`config.mk`:
```
export PLATFORM = sky130hd
export DESIGN_NAME = mem_arbiter
export DESIGN_NICKNAME = d
export VERILOG_FILES = /design/src/rtl/mem_arbiter_pkg.sv /design/src/rtl/arb_rr2.sv /design/src/rtl/mem_arbiter.sv
export SDC_FILE = /design/constraint.sdc
export NUM_CORES = 1
export LEC_CHECK = 0
export ABC_AREA = 1
export BUFFER_PORTS_ARGS = -buffer_cell sky130_fd_sc_hd__buf_2
export CORE_MARGIN = 2
export CORE_UTILIZATION = 40
export DETAILED_ROUTE_END_ITERATION = 8
export HOLD_SLACK_MARGIN = 0.1
export PLACE_DENSITY = 0.73
export SYNTH_ARGS = -nofsm -noshare
export SYNTH_HDL_FRONTEND = slang
export SYNTH_SLANG_ARGS = --single-unit
export TNS_END_PERCENT = 10
```
`constraint.sdc`:
```
create_clock -name Clk -period 1.3 [get_ports Clk]
set_input_delay 0.065 -clock Clk [delete_from_list [all_inputs] [get_ports Clk]]
set_output_delay 0.065 -clock Clk [all_outputs]
set_load 0.02 [all_outputs]
```
`src/rtl/mem_arbiter_pkg.sv`:
```
// -----------------------------------------------------------------------------
// mem_arbiter_pkg
//   Shared constants and types for the I/D cache-fill memory arbiter:
//   default word/line widths, line-offset width, FSM state encoding and the
//   last-grant marker used by the round-robin pick.
// -----------------------------------------------------------------------------
package mem_arbiter_pkg;

    // Default widths; the top module exposes these as overridable parameters.
    localparam int DEFAULT_WORD_SIZE  = 16;
    localparam int DEFAULT_CACHE_LINE = 64;

    // A line holds 4 words, so the low 2 address bits select a word in the line.
    localparam int LINE_WORDS       = 4;
    localparam int LINE_OFFSET_BITS = 2;

    typedef enum logic [2:0] {
        IDLE   = 3'd0,
        I_RD   = 3'd1,
        D_RD   = 3'd2,
        D_WR   = 3'd3,
        RESP_I = 3'd4,
        RESP_D = 3'd5
    } arb_state_t;

    // Which side received the most recent grant.
    typedef enum logic {
        GRANT_I = 1'b0,
        GRANT_D = 1'b1
    } grant_side_t;

endpackage : mem_arbiter_pkg

```
`src/rtl/arb_rr2.sv`:
```
// -----------------------------------------------------------------------------
// arb_rr2
//   Two-requester round-robin pick. A lone requester always wins; when both
//   request, the side that did not win last time is granted. Purely
//   combinational: the caller owns the last-grant register and decides when a
//   grant is actually taken.
//
//   Ports
//     req_i    in   I-side request
//     req_d    in   D-side request
//     last     in   side granted most recently
//     grant_i  out  I-side wins this pick
//     grant_d  out  D-side wins this pick
// -----------------------------------------------------------------------------
module arb_rr2
    import mem_arbiter_pkg::*;
(
    input  logic        req_i,
    input  logic        req_d,
    input  grant_side_t last,
    output logic        grant_i,
    output logic        grant_d
);

    // At most one grant is ever high.
    assign grant_i = req_i & (~req_d | (last == GRANT_D));
    assign grant_d = req_d & (~req_i | (last == GRANT_I));

endmodule : arb_rr2

```
`src/rtl/mem_arbiter.sv`:
```
// -----------------------------------------------------------------------------
// mem_arbiter
//   Shares one line-wide memory port between an instruction cache (line fills)
//   and a data cache (line fills and write-backs). One memory transaction is
//   outstanding at a time. A granted request has its address, write data and
//   direction captured, memory is asked until it acks, and the requester then
//   sees a single-cycle response (busy low) with the fill line on its data
//   output. Simultaneous I/D requests alternate round-robin, I first after
//   reset. On the D side a write-back beats a fill when both are asserted.
//
//   Ports
//     Clk, Reset_N  clock (rising edge) and asynchronous active-low reset
//     readM1        in   I-side line-fill request
//     address1      in   I-side word address
//     M1busy        out  low only in the I response cycle
//     data1         out  I-side fill line (word 0 in the top word)
//     readM2        in   D-side line-fill request
//     writeM2       in   D-side write-back request
//     address2      in   D-side word address
//     wbdata2       in   D-side write-back line
//     M2busy        out  low only in the D response cycle
//     data2         out  D-side fill line
//     mem_req       out  memory request, held until mem_ack
//     mem_we        out  memory write (1) / read (0)
//     mem_addr      out  line-aligned memory address
//     mem_wdata     out  memory write line
//     mem_rdata     in   memory read line, valid with mem_ack
//     mem_ack       in   single-cycle memory completion pulse
// -----------------------------------------------------------------------------
module mem_arbiter
    import mem_arbiter_pkg::*;
#(
    parameter int WORD_SIZE  = DEFAULT_WORD_SIZE,
    parameter int CACHE_LINE = DEFAULT_CACHE_LINE
) (
    input  logic                  Clk,
    input  logic                  Reset_N,

    input  logic                  readM1,
    input  logic [WORD_SIZE-1:0]  address1,
    output logic                  M1busy,
    output logic [CACHE_LINE-1:0] data1,

    input  logic                  readM2,
    input  logic                  writeM2,
    input  logic [WORD_SIZE-1:0]  address2,
    input  logic [CACHE_LINE-1:0] wbdata2,
    output logic                  M2busy,
    output logic [CACHE_LINE-1:0] data2,

    output logic                  mem_req,
    output logic                  mem_we,
    output logic [WORD_SIZE-1:0]  mem_addr,
    output logic [CACHE_LINE-1:0] mem_wdata,
    input  logic [CACHE_LINE-1:0] mem_rdata,
    input  logic                  mem_ack
);

    arb_state_t  state_q;
    arb_state_t  state_d;
    grant_side_t last_q;
    logic        grant_i;
    logic        grant_d;

    // Line-aligned views of the two request addresses.
    logic [WORD_SIZE-1:0] line_addr1;
    logic [WORD_SIZE-1:0] line_addr2;

    assign line_addr1 = {address1[WORD_SIZE-1:LINE_OFFSET_BITS], {LINE_OFFSET_BITS{1'b0}}};
    assign line_addr2 = {address2[WORD_SIZE-1:LINE_OFFSET_BITS], {LINE_OFFSET_BITS{1'b0}}};

    arb_rr2 u_rr2 (
        .req_i   (readM1),
        .req_d   (readM2 | writeM2),
        .last    (last_q),
        .grant_i (grant_i),
        .grant_d (grant_d)
    );

    // -------------------------------------------------------------------------
    // State register
    // -------------------------------------------------------------------------
    // NOTE: state elements use non-blocking assignments so every register
    // samples pre-edge values regardless of the order processes evaluate in.
    always_ff @(posedge Clk or negedge Reset_N) begin
        if (!Reset_N) begin
            state_q <= IDLE;
        end else begin
            state_q <= state_d;
        end
    end

    // -------------------------------------------------------------------------
    // Next state and state-decoded outputs
    // -------------------------------------------------------------------------
    // NOTE: every signal written here gets a default first, so no path through
    // the case can leave it unassigned and infer a latch.
    always_comb begin
        state_d = state_q;
        mem_req = 1'b0;
        M1busy  = 1'b1;
        M2busy  = 1'b1;

        unique case (state_q)
            IDLE: begin
                if (grant_i) begin
                    state_d = I_RD;
                end else if (grant_d) begin
                    state_d = writeM2 ? D_WR : D_RD;
                end
            end

            I_RD: begin
                mem_req = 1'b1;
                if (mem_ack) state_d = RESP_I;
            end

            D_RD, D_WR: begin
                mem_req = 1'b1;
                if (mem_ack) state_d = RESP_D;
            end

            // Response cycles always fall back to IDLE, which guarantees one
            // idle cycle so a requester can drop its request after the pulse.
            RESP_I: begin
                M1busy  = 1'b0;
                state_d = IDLE;
            end

            RESP_D: begin
                M2busy  = 1'b0;
                state_d = IDLE;
            end

            default: begin
                state_d = IDLE;
            end
        endcase
    end

    // -------------------------------------------------------------------------
    // Grant capture: address, direction and write line are frozen at grant so
    // the memory sees a stable request even if the cache changes its inputs.
    // -------------------------------------------------------------------------
    always_ff @(posedge Clk or negedge Reset_N) begin
        if (!Reset_N) begin
            last_q    <= GRANT_D;
            mem_addr  <= '0;
            mem_we    <= 1'b0;
            mem_wdata <= '0;
        end else if (state_q == IDLE) begin
            if (grant_i) begin
                last_q    <= GRANT_I;
                mem_addr  <= line_addr1;
                mem_we    <= 1'b0;
                mem_wdata <= '0;
            end else if (grant_d) begin
                last_q    <= GRANT_D;
                mem_addr  <= line_addr2;
                mem_we    <= writeM2;
                mem_wdata <= writeM2 ? wbdata2 : '0;
            end
        end
    end

    // -------------------------------------------------------------------------
    // Fill lines: loaded only on an ack in the matching read state, so stray
    // acks and write-back acks never disturb them.
    // -------------------------------------------------------------------------
    // NOTE: these are plain registers, not a memory array, so they take the
    // reset value the caches expect to see before their first fill.
    always_ff @(posedge Clk or negedge Reset_N) begin
        if (!Reset_N) begin
            data1 <= '0;
            data2 <= '0;
        end else if (mem_ack) begin
            if (state_q == I_RD) data1 <= mem_rdata;
            if (state_q == D_RD) data2 <= mem_rdata;
        end
    end

endmodule : mem_arbiter

```
* After elaboration in Yosys (flattened, before gate mapping)
Index checks and enable logic that the tools add are counted.
Cells by class: eq/ne operators 8, muxes and demuxes 18, bitwise operators 8, reduce and logical (&&, ||, !) cells 8
Operators by type and width (number):
- 64-bit two-way mux | 3
- 16-bit two-way mux | 2
- 3-bit two-way mux | 4
- 3-bit one-hot mux with 3 select lines | 1
- 1-bit two-way mux | 8
- 3-bit by 2-bit == test with 1-bit output (second input constant) | 2
- 3-bit == test (second input constant) | 2
- 2-bit AND reduction | 3
- 2-bit inequality test (second input constant) | 2
- 3-bit by 1-bit == test with 1-bit output (second input constant) | 1
- 3-bit logical NOT | 1
- 3-bit inequality test (second input constant) | 1
- 1-bit inverter | 3
- 1-bit OR | 3
- 3-bit AND reduction | 1
- 3-bit OR reduction | 1
- 1-bit AND | 2
- 2-bit nonzero test | 1
- 2-bit OR reduction | 1
Storage, ports and cells: flip-flop bits (word level) 213, input port bits 166, output and inout port bits 212, word-level logic and storage cells 49

* Longest topological paths before layout
Gate-level depths: netlist of run 1.
word-level depth 6, mapped depth 8, mapped depth without buffers 8

* Modules after synthesis
From an unflattened synthesis of run 1, not the netlist that was laid out.
Second synthesis, totals: cells, all modules 911, area, all modules 8391.8 um^2
By module, submodules not included:
- mem_arbiter | instances 1, cells each 907, area each 8364.3 um^2, sequential area each 5281.3 um^2
- arb_rr2 | instances 1, cells each 4, area each 27.5 um^2, sequential area each 0.0 um^2

* Worst setup path after synthesis of run 1
No wires, ideal clock.
path type reg2reg, start register state_q[1], end register mem_we, setup time 0.135 ns, data arrival time 1.240 ns, required time 1.165 ns, path slack -0.076 ns, cell stages (with the launch flop) 9, path buffers 2, period minus slack after synthesis 1.376 ns, path through dfrtp_1 nor2_4 nand2_4 inv_2 nand2_1 buf_4 buf_4 nand2_1 nand2_1
Between the ends: longest elaborated chain between the ends 2
Ends and longest elaborated chain:
- from (decl) | line mem_arbiter.sv:59 | arb_state_t state_q;
- from (signal assigned) | line mem_arbiter.sv:89 | state_q <= state_d;
- 3-bit logical NOT | line mem_arbiter.sv:151 | end else if (state_q == IDLE) begin
- 2-bit AND reduction (no line)
- to (signal assigned) | line mem_arbiter.sv:160 | mem_we <= writeM2;
- to (decl) | line mem_arbiter.sv:52 | output logic mem_we,
No other way between the ends. A chain may end at the register's enable or synchronous reset.

* Final worst setup path of run 1
start register state_q[0], end output port M1busy
Between the ends: longest elaborated chain between the ends 2
Ends and longest elaborated chain:
- 3-bit == test | line mem_arbiter.sv:104 | unique case (state_q)
- 1-bit two-way mux | line mem_arbiter.sv:104
- to (decl) | line mem_arbiter.sv:41 | output logic M1busy,
No other way between the ends.

==> summary.txt, run 1 <==
Synth
  – Yosys Warn Count: 0
  – Register area share after synthesis: between 60% and 70%
  – Synth Cell Area: around 8400 um2
  – Synthesized area per cell: 9.62 um2
  – Yosys cell types: 25
  – Cell count after synthesis: 869
  – Seq cells post-synth: 211

Worst setup path
  – CP Data Arrival Time: about 1.4 ns
  – R2R Setup Slk: -0.12 ns
  – Startpoint Class: flop
  – CP max FO: 3
  – Critical Path RT: 1.24 ns
  – Crit. End Element: output pin
  – Critical path class: flop to output pin

Timing
  – FMAX: approximately 0.69 GHz
  – Clock period minus worst slack: ~1.4 ns
  – Worst setup margin: -0.147 ns
  – Worst slew pin tran: 0.501 ns
  – RSZ-0062 raised after global routing: yes
  – Final period util: 111%
  – Final setup viols: 162
  – Fin. max-slew vios: 0
  – Clock skew: 0.00695 ns
  – Final hold vios: 0
  – Worst hold slack: 0.102 ns
  – TNS Setup: -9.25 ns
  – Relative slew slack: 66.6%

Global route
  – Vias in the first global route: 8753
  – Largest net degree at the start of global routing: 74
  – Grt ovf: 0
  – Routing usage on met2: 46.1%
  – Initial antenna violation count: 0
  – First-pass GRT wire length: 45300 um
  – Met1 usage: 29.2%
  – Gr usage total: between 20% and 30%
  – GR Util met3: 5.77%
  – GRT Max-Usage Layer: met2

Layout
  – Final instance area: 13700 um2
  – P&R area growth vs syn: 64.3%
  – Most common cell after layout, fill and taps aside: buf_2
  – Share of cells above drive strength 1: 40.4%
  – Most frequent cells in the layout: buf_2, dfrtp_1, nand2_1, dlygate4sd3_1, inv_1
  – Fill count: 1349
  – Final nets: 1599
  – Antenna Cells: 0

Detailed routing
  – Drt pass-1 iters: 4
  – DRT antenna net count: 0
  – Total number of vias: 8467
  – Vias/cell: 4.93
  – Total Wirelength: 30300 um
  – Drt initial violations: 362
  – Residual DRC count: 0
  – Avg WL per Cell: 17.7 um

Floorplan
  – Core Area: 20400 um2
  – Initial core utilization: 41.1%
  – Rows: between 50 and 60
  – Chip Width: 149 um
  – Number of primary I/O pins: 378
  – Die Height: 149 um
  – DIE AREA: 22100 um2

Pwr
  – Sw frac: 43.2%
  – Internal: 19400 uW
  – Clock Power Share: 17.6%
  – Combinational power share: just under 50%
  – Flop pwr share: between 30% and 40%
  – Max VDD drop: between 1.5 and 2 mV
  – Lkg Pwr: 0.00746 uW
  – NetSw: 14700 uW
  – P per Cell Area: 2480 nW/um2

Outcome
  – Failing checks: negative setup slack
  – Status: complete, but fails checks

Run
  – MaxCap Viol Count: 0

Clocking
  – CTS root buffer: clkbuf_16
  – TritonCTS clock tree: done
  – H-tree levels: 1
  – Clock-pin slew on the worst setup and hold paths: 0.06 ns
  – CTS Sinks: around 210
  – Num CTS Buffers: 22
  – Clock Tree Buf Depth: 3
  – Skew-Pair Late Insertion Delay: between 0.4 and 0.5 ns

Place
  – Routability cong.: 0.815
  – Post-placement cell area: between 10000 and 15000 um2
  – I/O Buffers: around 370
  – Final HPWL DP: 16900 um

Min path
  – Worst Hold Class: primary input to asynchronous set/reset pin
worst paths after layout:
path / startpoint / to / cells past startpoint
worst min-delay path: Reset_N / mem_wdata[32] / 2
max in group asynchronous: Reset_N / data2[27] / 3
worst min register to register: mem_wdata[47] / mem_wdata[47] / 2
min in group Clk: readM1 / last_q / 5
worst max-delay path: state_q[0] / M1busy / 4
worst max register to register: state_q[0] / mem_wdata[26] / 8
cell usage after synthesis (all sizes together):
cell type,instances,area (um2)
nand2,223,845
dfrtp,210,5260
o21ai,195,1160
inv,137,514
buf,34,218
a21oi,28,140
nor2,20,101
clkbuf,14,52.6
nand3,2,15.0
conb,1,3.75
dfstp,1,26.3
nand3b,1,7.51
nor3,1,5.00
o31ai,1,7.51
or2,1,6.26
sequential cells by signal, indices dropped and copies added, names as in the netlist:
signal	flops
state_q	3
mem_we	1
data2	64
data1	64
last_q	1
mem_wdata	64
mem_addr	14
logic make-up after synthesis:
logic type / Yosys count / synth area share, %
flip-flops: 211 / 63.2
other: 1 / 0.0449
AND/OR/NAND/NOR: 248 / 11.7
buffers and inverters: 185 / 9.38
AO/OA/AOI/OAI: 224 / 15.7
what timing repair did:
item / in CTS / in global routing
hold buffers: 159 / 0
endpoints found under the hold margin: 420 / 0
pin swaps: 8 / 2
setup buffers: 5 / 2
endpoints found under the setup margin: 196 / 213
cloned: 8 / 3
gates resized for setup: 79 / 46
through the flow:
stage	cells	worst slack, ns	total power, uW	util, %
6_report	1718	-0.147	34100	67.5
5_1_grt	1718	-0.199	35900	67.5
4_1_cts	1713	-0.165	32900	66.3
3_5_place_dp	1502	-0.0625	25100	52.8
3_3_place_gp	1502	-0.0394	24700	52.8
2_1_floorplan	870	-0.0246	19700	-
power groups by stage:
stage | Combinational, uW | Sequential [uW] | Clock, uW
after floorplan | 4660 | 15100 | 0
after global placement | 13400 | 11300 | 0
after detailed placement | 13700 | 11400 | 0
after CTS | 15500 | 11400 | 6090
after global routing | 17600 | 11900 | 6370
final | 16500 | 11600 | 6000
layout make-up:
cell class	instances	area, um2	area share, %
clock buffer	33	653	4.75
clock inverter	6	33.8	0.246
timing repair buffer	585	4280	31.2
tap	270	338	2.46
sequential	211	5280	38.5
multi-input combinational	476	2630	19.1
inverter	137	520	3.79
layer usage:
| metal | up-vias | wire length, um |
|---|---|---|
| met1 | 4058 | 10800 |
| met4 | 0 | 1390 |
| met5 | - | 0 |
| met2 | 457 | 15700 |
| met3 | 101 | 2470 |
| li1 | 3851 | - |
worst max-delay path: stages, from the launching register on:
cell     delay, ns
dfrtp_1       0.43
nor2_4        0.16
buf_6         0.13
nand2_2       0.05
buf_6         0.13
Note: power is estimated with default switching activity, not from simulation.
==> inputs of run 2 (changes only) <==
--- a/config.mk
+++ b/config.mk
@@ -7,11 +7,10 @@
 export LEC_CHECK = 0
 export ABC_AREA = 1
 export BUFFER_PORTS_ARGS = -buffer_cell sky130_fd_sc_hd__buf_2
-export CORE_MARGIN = 2
 export CORE_UTILIZATION = 40
 export DETAILED_ROUTE_END_ITERATION = 8
 export HOLD_SLACK_MARGIN = 0.1
-export PLACE_DENSITY = 0.73
+export PLACE_DENSITY = 0.72
 export SYNTH_ARGS = -nofsm -noshare
 export SYNTH_HDL_FRONTEND = slang
 export SYNTH_SLANG_ARGS = --single-unit
==> run 2 against run 1 <==
Combinational power shrank 4%. Sequential cell count is the same. Fmax shrank 1.6%. Final cell count shrank 0.12%. The run still ends with negative setup slack left. Power shrank 0.78%. Clock skew grew 0.0012 ns. Design area grew 0.27%. Setup slack lost 0.024 ns. Non-clock buffer count shrank 3. Critical path depth is the same.
==> summary.txt, run 2 (same netlist as run 1, synthesis figures left out) <==
Floorplan
  – Core Area: 20400 um2 (unchanged)
  – Initial core utilization: 41.1% (unchanged)
  – Chip Width: 147 um (-1.3%)
  – Die Height: 147 um (-1.3%)
  – Number of primary I/O pins: 378 (unchanged)
  – DIE AREA: 21500 um2 (-2.7%)
  – Rows: 52 (unchanged)

Worst setup path
  – Crit. Startpoint: state_q[0]
  – Crit. End Element: output pin
  – Worst Reg-to-Reg Cells: 6 (-2)
  – Worst r2r src: state_q[0]
  – CP max FO: 3 (unchanged)
  – CP Data Arrival Time: 1.41 ns (+0.03 ns)
  – Critical path class: flop to output pin
  – Critical Path RT: 1.24 ns (about the same)
  – Reg-to-Reg End: mem_wdata[47]
  – R2R Setup Slk: -0.13 ns (about the same)
  – Startpoint Class: flop

Pwr
  – P per Cell Area: 2450 nW/um2 (-1.1%)
  – Lkg Pwr: 0.00749 uW (+0.50%)
  – Max VDD drop: 1.46 mV (-26%)

Timing
  – TNS Setup: -11.80 ns (-2.55 ns)
  – Worst hold slack: 0.117 ns (+0.0149 ns)
  – FMAX: 0.680 GHz (-1.6%)
  – Clock skew: 0.00817 ns (+0.00122 ns)
  – Fin. max-slew vios: 0 (unchanged)
  – Final setup viols: 153 (-5.6%)
  – Final hold vios: 0 (unchanged)
  – RSZ-0062 raised after global routing: yes
  – Final period util: 113% (+1.8 points)
  – Clock period minus worst slack: 1.47 ns (+0.0237 ns)
  – Worst setup margin: -0.171 ns (-0.0237 ns)

Clocking
  – Clock Tree Buf Depth: 3 (unchanged)
  – CTS Sinks: 211 (unchanged)
  – Skew-Pair Late Insertion Delay: 0.50 ns (about the same)
  – CTS root buffer: clkbuf_16
  – Num CTS Buffers: 22 (unchanged)
  – Clock-pin slew on the worst setup and hold paths: 0.07 ns (about the same)
  – TritonCTS clock tree: done
  – H-tree levels: 1 (unchanged)

Global route
  – First-pass GRT wire length: 43900 um (-3.0%)
  – Gr usage total: 25.8% (about the same)
  – Initial antenna violation count: 2 (+2)
  – Largest net degree at the start of global routing: 60 (-19%)
  – Vias in the first global route: 8512 (-2.8%)
  – Grt ovf: 0 (unchanged)

Layout
  – Most common cell after layout, fill and taps aside: buf_2
  – Share of cells above drive strength 1: 42.0% (+1.6 points)
  – Finished Layout Cells: 1716 (-0.12%)
  – Final nets: 1594 (-0.31%)
  – P&R area growth vs syn: 64.8%
  – Final instance area: 13800 um2 (+0.27%)
  – Most frequent cells in the layout: buf_2, dfrtp_1, nand2_1, dlygate4sd3_1, inv_1
  – Top flop regs: data1: 64 flops, data2: 64 flops, mem_wdata: 64 flops
  – Final Util: 67.7% (+0.18 points)

Place
  – Post-placement cell area: 10700 um2 (-0.26%)
  – Placed cell count: 1500 (-0.13%)
  – Routability cong.: 0.799 (-1.9%)
  – Final HPWL DP: 16800 um (-0.95%)
  – I/O Buffers: 371 (unchanged)

Min path
  – Worst Hold End: mem_addr[15]
  – Worst Hold Class: primary input to flop
  – Worst hold start: readM1
  – Hold path cells: 5

Run
  – MaxCap Viol Count: 0 (unchanged)

Detailed routing
  – Avg WL per Cell: 17.0 um (-3.6%)
  – Total number of vias: 8309 (-1.9%)
  – Drt initial violations: 375 (+3.6%)
  – Total Wirelength: 29200 um (-3.7%)
  – Residual DRC count: 0 (unchanged)
  – Drt pass-1 iters: 5 (+1)
  – DRT antenna net count: 0 (unchanged)
  – Vias/cell: 4.84 (-1.8%)

Outcome
  – Status: complete, but fails checks
  – Failing checks: negative setup slack
[run 2: cell types whose count changed in the layout (fill, tap and decap cells not counted), sizes merged]
| cell | before | now |
|---|---|---|
| bufbuf | 0 | 2 |
| clkinvlp | 0 | 2 |
| nand3 | 3 | 2 |
| bufinv | 0 | 2 |
| diode | 0 | 2 |
| buf | 424 | 413 |
| nand2 | 224 | 223 |
| clkbuf | 35 | 37 |
| dlygate4sd3 | 159 | 160 |
[run 2: worst max path at each step]
| stage | end | cells after the start |
|---|---|---|
| 2_1_floorplan | mem_wdata[0] | 7 |
| 3_3_place_gp | data2[25] | 6 |
| 3_5_place_dp | mem_wdata[47] | 7 |
| 4_1_cts | M1busy | 4 |
| 5_1_grt | data2[40] | 6 |
| 6_report | M1busy | 4 |
[run 2: power breakdown]
part	switching, uW	leakage [uW]	total, uW	internal [uW]
registers	1940	0.00268	11600	9680
logic	9960	0.00446	15900	5900
clock network	2580	0.000356	6330	3760
total	14500	0.00749	33800	19300
[run 2: layout make-up]
cell class | count | area [um2]
antenna | 2 | 5.00
clock buffer | 30 | 622
clock inverter | 10 | 105
fill | 1374 | 6590
inverter | 137 | 519
multi-input combinational | 474 | 2640
sequential | 211 | 5280
tap | 270 | 338
timing repair buffer | 582 | 4260
[run 2: per-stage QoR]
stage | setup WS (ns) | power (uW)
detailed placement | -0.0822 | 25100
CTS | -0.171 | 32400
floorplan | -0.0246 | 19700
global route | -0.213 | 35600
finish | -0.171 | 33800
global placement | -0.0486 | 24700
[run 2: metal layers]
layer,GRT usage [%],up-vias,wire [um],share of wire [%]
met3,5.88,114,2230,7.6
met4,12.2,0,1340,4.6
met2,45.9,428,14900,51
met5,0,-,0,0
met1,29.1,3945,10700,37
li1,-,3822,-,-
[run 2: what timing repair did]
item,CTS,global route
pin swaps,3,7
cloned,3,7
buffers inserted,3,1
endpoints found under the setup margin,204,234
resized for setup,44,98
hold endpoints to repair,420,0
hold buffers,160,0
[run 2: critical path, stage by stage (launching register included)]
cell and delay [ns]:
dfrtp_1 0.43, nor2_4 0.18, buf_6 0.14, nand2_4 0.05
buf_6 0.12
==> inputs of run 3 (changes only) <==
--- a/config.mk
+++ b/config.mk
@@ -10,8 +10,9 @@
 export CORE_UTILIZATION = 40
 export DETAILED_ROUTE_END_ITERATION = 8
 export HOLD_SLACK_MARGIN = 0.1
-export PLACE_DENSITY = 0.72
+export PLACE_DENSITY = 0.71
 export SYNTH_ARGS = -nofsm -noshare
 export SYNTH_HDL_FRONTEND = slang
+export SYNTH_HIERARCHICAL = 1
 export SYNTH_SLANG_ARGS = --single-unit
 export TNS_END_PERCENT = 10
==> run 3 against run 2 <==
The flow still finishes with violations (negative setup slack). Clock-buffer cell count grew 2. Largest cell class unchanged. Combinational power shrank 14%. Final cell count grew 1.7%. Sequential cell count is the same. Clock skew grew 0.0028 ns. Critical path type is now flop to flop. Critical endpoint is now mem_addr[15]. Die area grew 0.38%. Wire length shrank 5.3%. Critical path depth grew 5. Sequential power shrank 8%. Via count grew 2.8%. Register-to-register slack lost 0.10 ns.
==> summary.txt, run 3 <==
Timing
  – Worst slew pin tran: around 0.71 ns
  – Final period util: 118% (+4.6 points)
  – Final setup viols: 152 (-0.65%)
  – Clock skew: 0.0109 ns (+0.00277 ns)
  – Final hold vios: 0 (unchanged)
  – RSZ-0062 raised after global routing: yes
  – Worst setup margin: -0.231 ns (-0.0595 ns)
  – Fin. max-slew vios: 0 (unchanged)
  – Relative slew slack: 52.6%
  – FMAX: 0.653 GHz (-3.9%)
  – TNS Setup: -18.91 ns (-7.11 ns)
  – Clock period minus worst slack: 1.53 ns (+0.0595 ns)

Worst setup path
  – R2R Setup Slk: -0.23 ns (-0.10 ns)
  – Crit path max-delay cell type: dfstp_2
  – CP max FO: 27 (+24)
  – CP most frequent cell: nand2_1
  – Critical path class: flop to flop
  – CP cell instances: inv_2 > a21oi_4 > buf_4 > inv_2 > buf_12 > nand2_1 > nand2_1 > nand2_1 > nand2_1
  – Startpoint Class: flop
  – Crit. End Element: flop
  – Largest stage delay, worst path: 0.56 ns (+0.13 ns)
  – Critical Path RT: 1.69 ns (+0.45 ns)
  – CP Data Arrival Time: 1.92 ns (+0.51 ns)
  – Worst Reg-to-Reg Cells: 9 (+3)

Outcome
  – Failing checks: negative setup slack
  – Status: complete, but fails checks

Synth
  – Register area share after synthesis: 62.9% (-0.24 points)
  – Post-synth top area share: 62.6% (-0.23 points)
  – Count leader, synth: nand2_1
  – Synthesized area per cell: 9.21 um2 (-4.3%)
  – Cell count after synthesis: 911 (+4.8%)
  – Cell taking the most area after synthesis: dfrtp_1
  – Post-synth EDFFs: 0 (unchanged)
  – Commonest cells post-synth: nand2_1, dfrtp_1, o21ai_0, inv_1, nand3_1
  – Yosys cell types: 24 (-4.0%)
  – Synth Cell Area: 8390 um2 (+0.37%)
  – Ys flop type: dfrtp_1
  – Seq cells post-synth: 211 (unchanged)
  – Top cells by area, synth: dfrtp_1, nand2_1, o21ai_0, nand3_1, o21ai_1
  – Async SR Flop Fraction: 100% (unchanged)
  – Yosys Warn Count: 6 (+6)

Layout
  – Final Util: 65.5% (-2.1 points)
  – Top flop regs: data1: 64 flops, data2: 64 flops, mem_wdata: 64 flops
  – Most common cell after layout, fill and taps aside: buf_2
  – Fill count: 1522 (+11%)
  – Share of cells above drive strength 1: 33.2% (-8.8 points)
  – Most frequent cells in the layout: buf_2, nand2_1, dfrtp_1, dlygate4sd3_1, o21ai_0
  – P&R area growth vs syn: 59.6%
  – Final instance area: 13400 um2 (-2.8%)
  – Final nets: 1626 (+2.0%)

Detailed routing
  – Drt initial violations: 340 (-9.3%)
  – Avg WL per Cell: 15.8 um (-7.0%)
  – Drt pass-1 iters: 5 (unchanged)
  – Total Wirelength: 27700 um (-5.3%)
  – Total number of vias: 8540 (+2.8%)
  – DRT antenna net count: 0 (unchanged)
  – Residual DRC count: 0 (unchanged)
  – Vias/cell: 4.89 (+1.0%)

Pwr
  – Max VDD drop: 1.17 mV (-20%)
  – P per Cell Area: 2320 nW/um2 (-5.6%)
  – Total power: 31000 uW (-8.3%)
  – Lkg Pwr: 0.00723 uW (-3.5%)

Floorplan
  – Die Height: 147 um (+0.19%)
  – Number of primary I/O pins: 378 (unchanged)
  – Chip Width: 147 um (+0.19%)
  – Rows: 52 (unchanged)
  – Initial core utilization: 41.1% (about the same)
  – Core Area: 20400 um2 (+0.32%)
  – DIE AREA: 21600 um2 (+0.38%)

Place
  – Routability cong.: 0.852 (+6.6%)
  – Post-placement cell area: 10800 um2 (+0.84%)
  – Final HPWL DP: 16900 um (+0.82%)
  – Post-Place Worst Slack: -0.234 ns (-0.152 ns)
  – I/O Buffers: 371 (unchanged)

Clocking
  – TritonCTS clock tree: done
  – Skew-Pair Late Insertion Delay: 0.50 ns (about the same)
  – Num CTS Buffers: 23 (+4.5%)
  – Clock-pin slew on the worst setup and hold paths: 0.06 ns (about the same)
  – CTS root buffer: clkbuf_16
  – CTS Sinks: 211 (unchanged)
  – H-tree levels: 1 (unchanged)
  – Clock Tree Buf Depth: 3 (unchanged)

Global route
  – Largest net degree at the start of global routing: 67 (+12%)
  – First-pass GRT wire length: 44500 um (+1.3%)
  – Grt ovf: 0 (unchanged)
  – Vias in the first global route: 8869 (+4.2%)
  – Gr usage total: 25.5% (-0.22 points)
  – Initial antenna violation count: 1 (-1)

Min path
  – Worst Hold Class: primary input to flop
  – Hold path cells: 7 (+2)

Run
  – MaxCap Viol Count: 0 (unchanged)
[run 3: kinds of logic after synthesis]
logic type      count (synthesis)  synth area share (%)
simple gates                  369                  18.0
compound gates                195                  11.9
flops                         211                  62.9
buf+inv                       135                  7.11
other cells                     1                0.0447
[run 3: path summary, 6_finish.rpt]
| check | startpoint | endpoint |
|---|---|---|
| worst min-delay path | readM1 | last_q |
| max in group asynchronous | Reset_N | data1[2] |
| min in group asynchronous | Reset_N | mem_wdata[26] |
| worst min register to register | data1[34] | data1[34] |
| worst max-delay path | last_q | mem_addr[15] |
| worst max register to register | last_q | mem_addr[15] |
[run 3: critical path, delay by kind of cell (launching register included)]
family / cells / cell delay [ns]
AND/OR/NAND/NOR: 4 / 0.27
AO/OA/AOI/OAI: 1 / 0.16
flip-flops: 1 / 0.56
buffers and inverters: 4 / 0.42
[run 3: metrics by stage]
step           instances  hold WS, ns
4_1_cts             1743        0.210
3_5_place_dp        1540       0.0307
6_report            1746        0.223
2_1_floorplan        912       -0.231
5_1_grt             1745        0.235
3_3_place_gp        1540       0.0272
[run 3: routing by layer]
layer | global-route usage (%) | up-vias | share of wire [%]
li1 | - | 4007 | -
met3 | 4.84 | 140 | 6.7
met2 | 43.8 | 427 | 50
met4 | 16.3 | 0 | 6.6
met5 | 0 | - | 0
met1 | 29.3 | 3966 | 37
[run 3: what timing repair did]
action                                 CTS  global route
resized for setup                       49            14
hold buffers                           159             0
setup endpoints to repair              112           219
buffers inserted                         3             1
pin swaps                                6             2
endpoints found under the hold margin  420             0
cloned                                   2             0
[run 3: cell type report]
type | count | area, um2 | share of cell area, %
diodes | 2 | 5.00 | 0.0374
well taps | 270 | 338 | 2.52
repair buffers | 586 | 4110 | 30.7
clock buffers | 32 | 639 | 4.77
flip-flops and latches | 211 | 5280 | 39.4
inverters | 72 | 278 | 2.07
multi-input cells | 566 | 2600 | 19.4
clock inverters | 7 | 139 | 1.04
[run 3: report_power, final]
group / internal (uW) / switching [uW] / leakage [uW]
Clock: 4210 / 2570 / 0.000381
Sequential: 9230 / 1450 / 0.00270
Combinational: 4940 / 8610 / 0.00415
Total: 18400 / 12600 / 0.00723
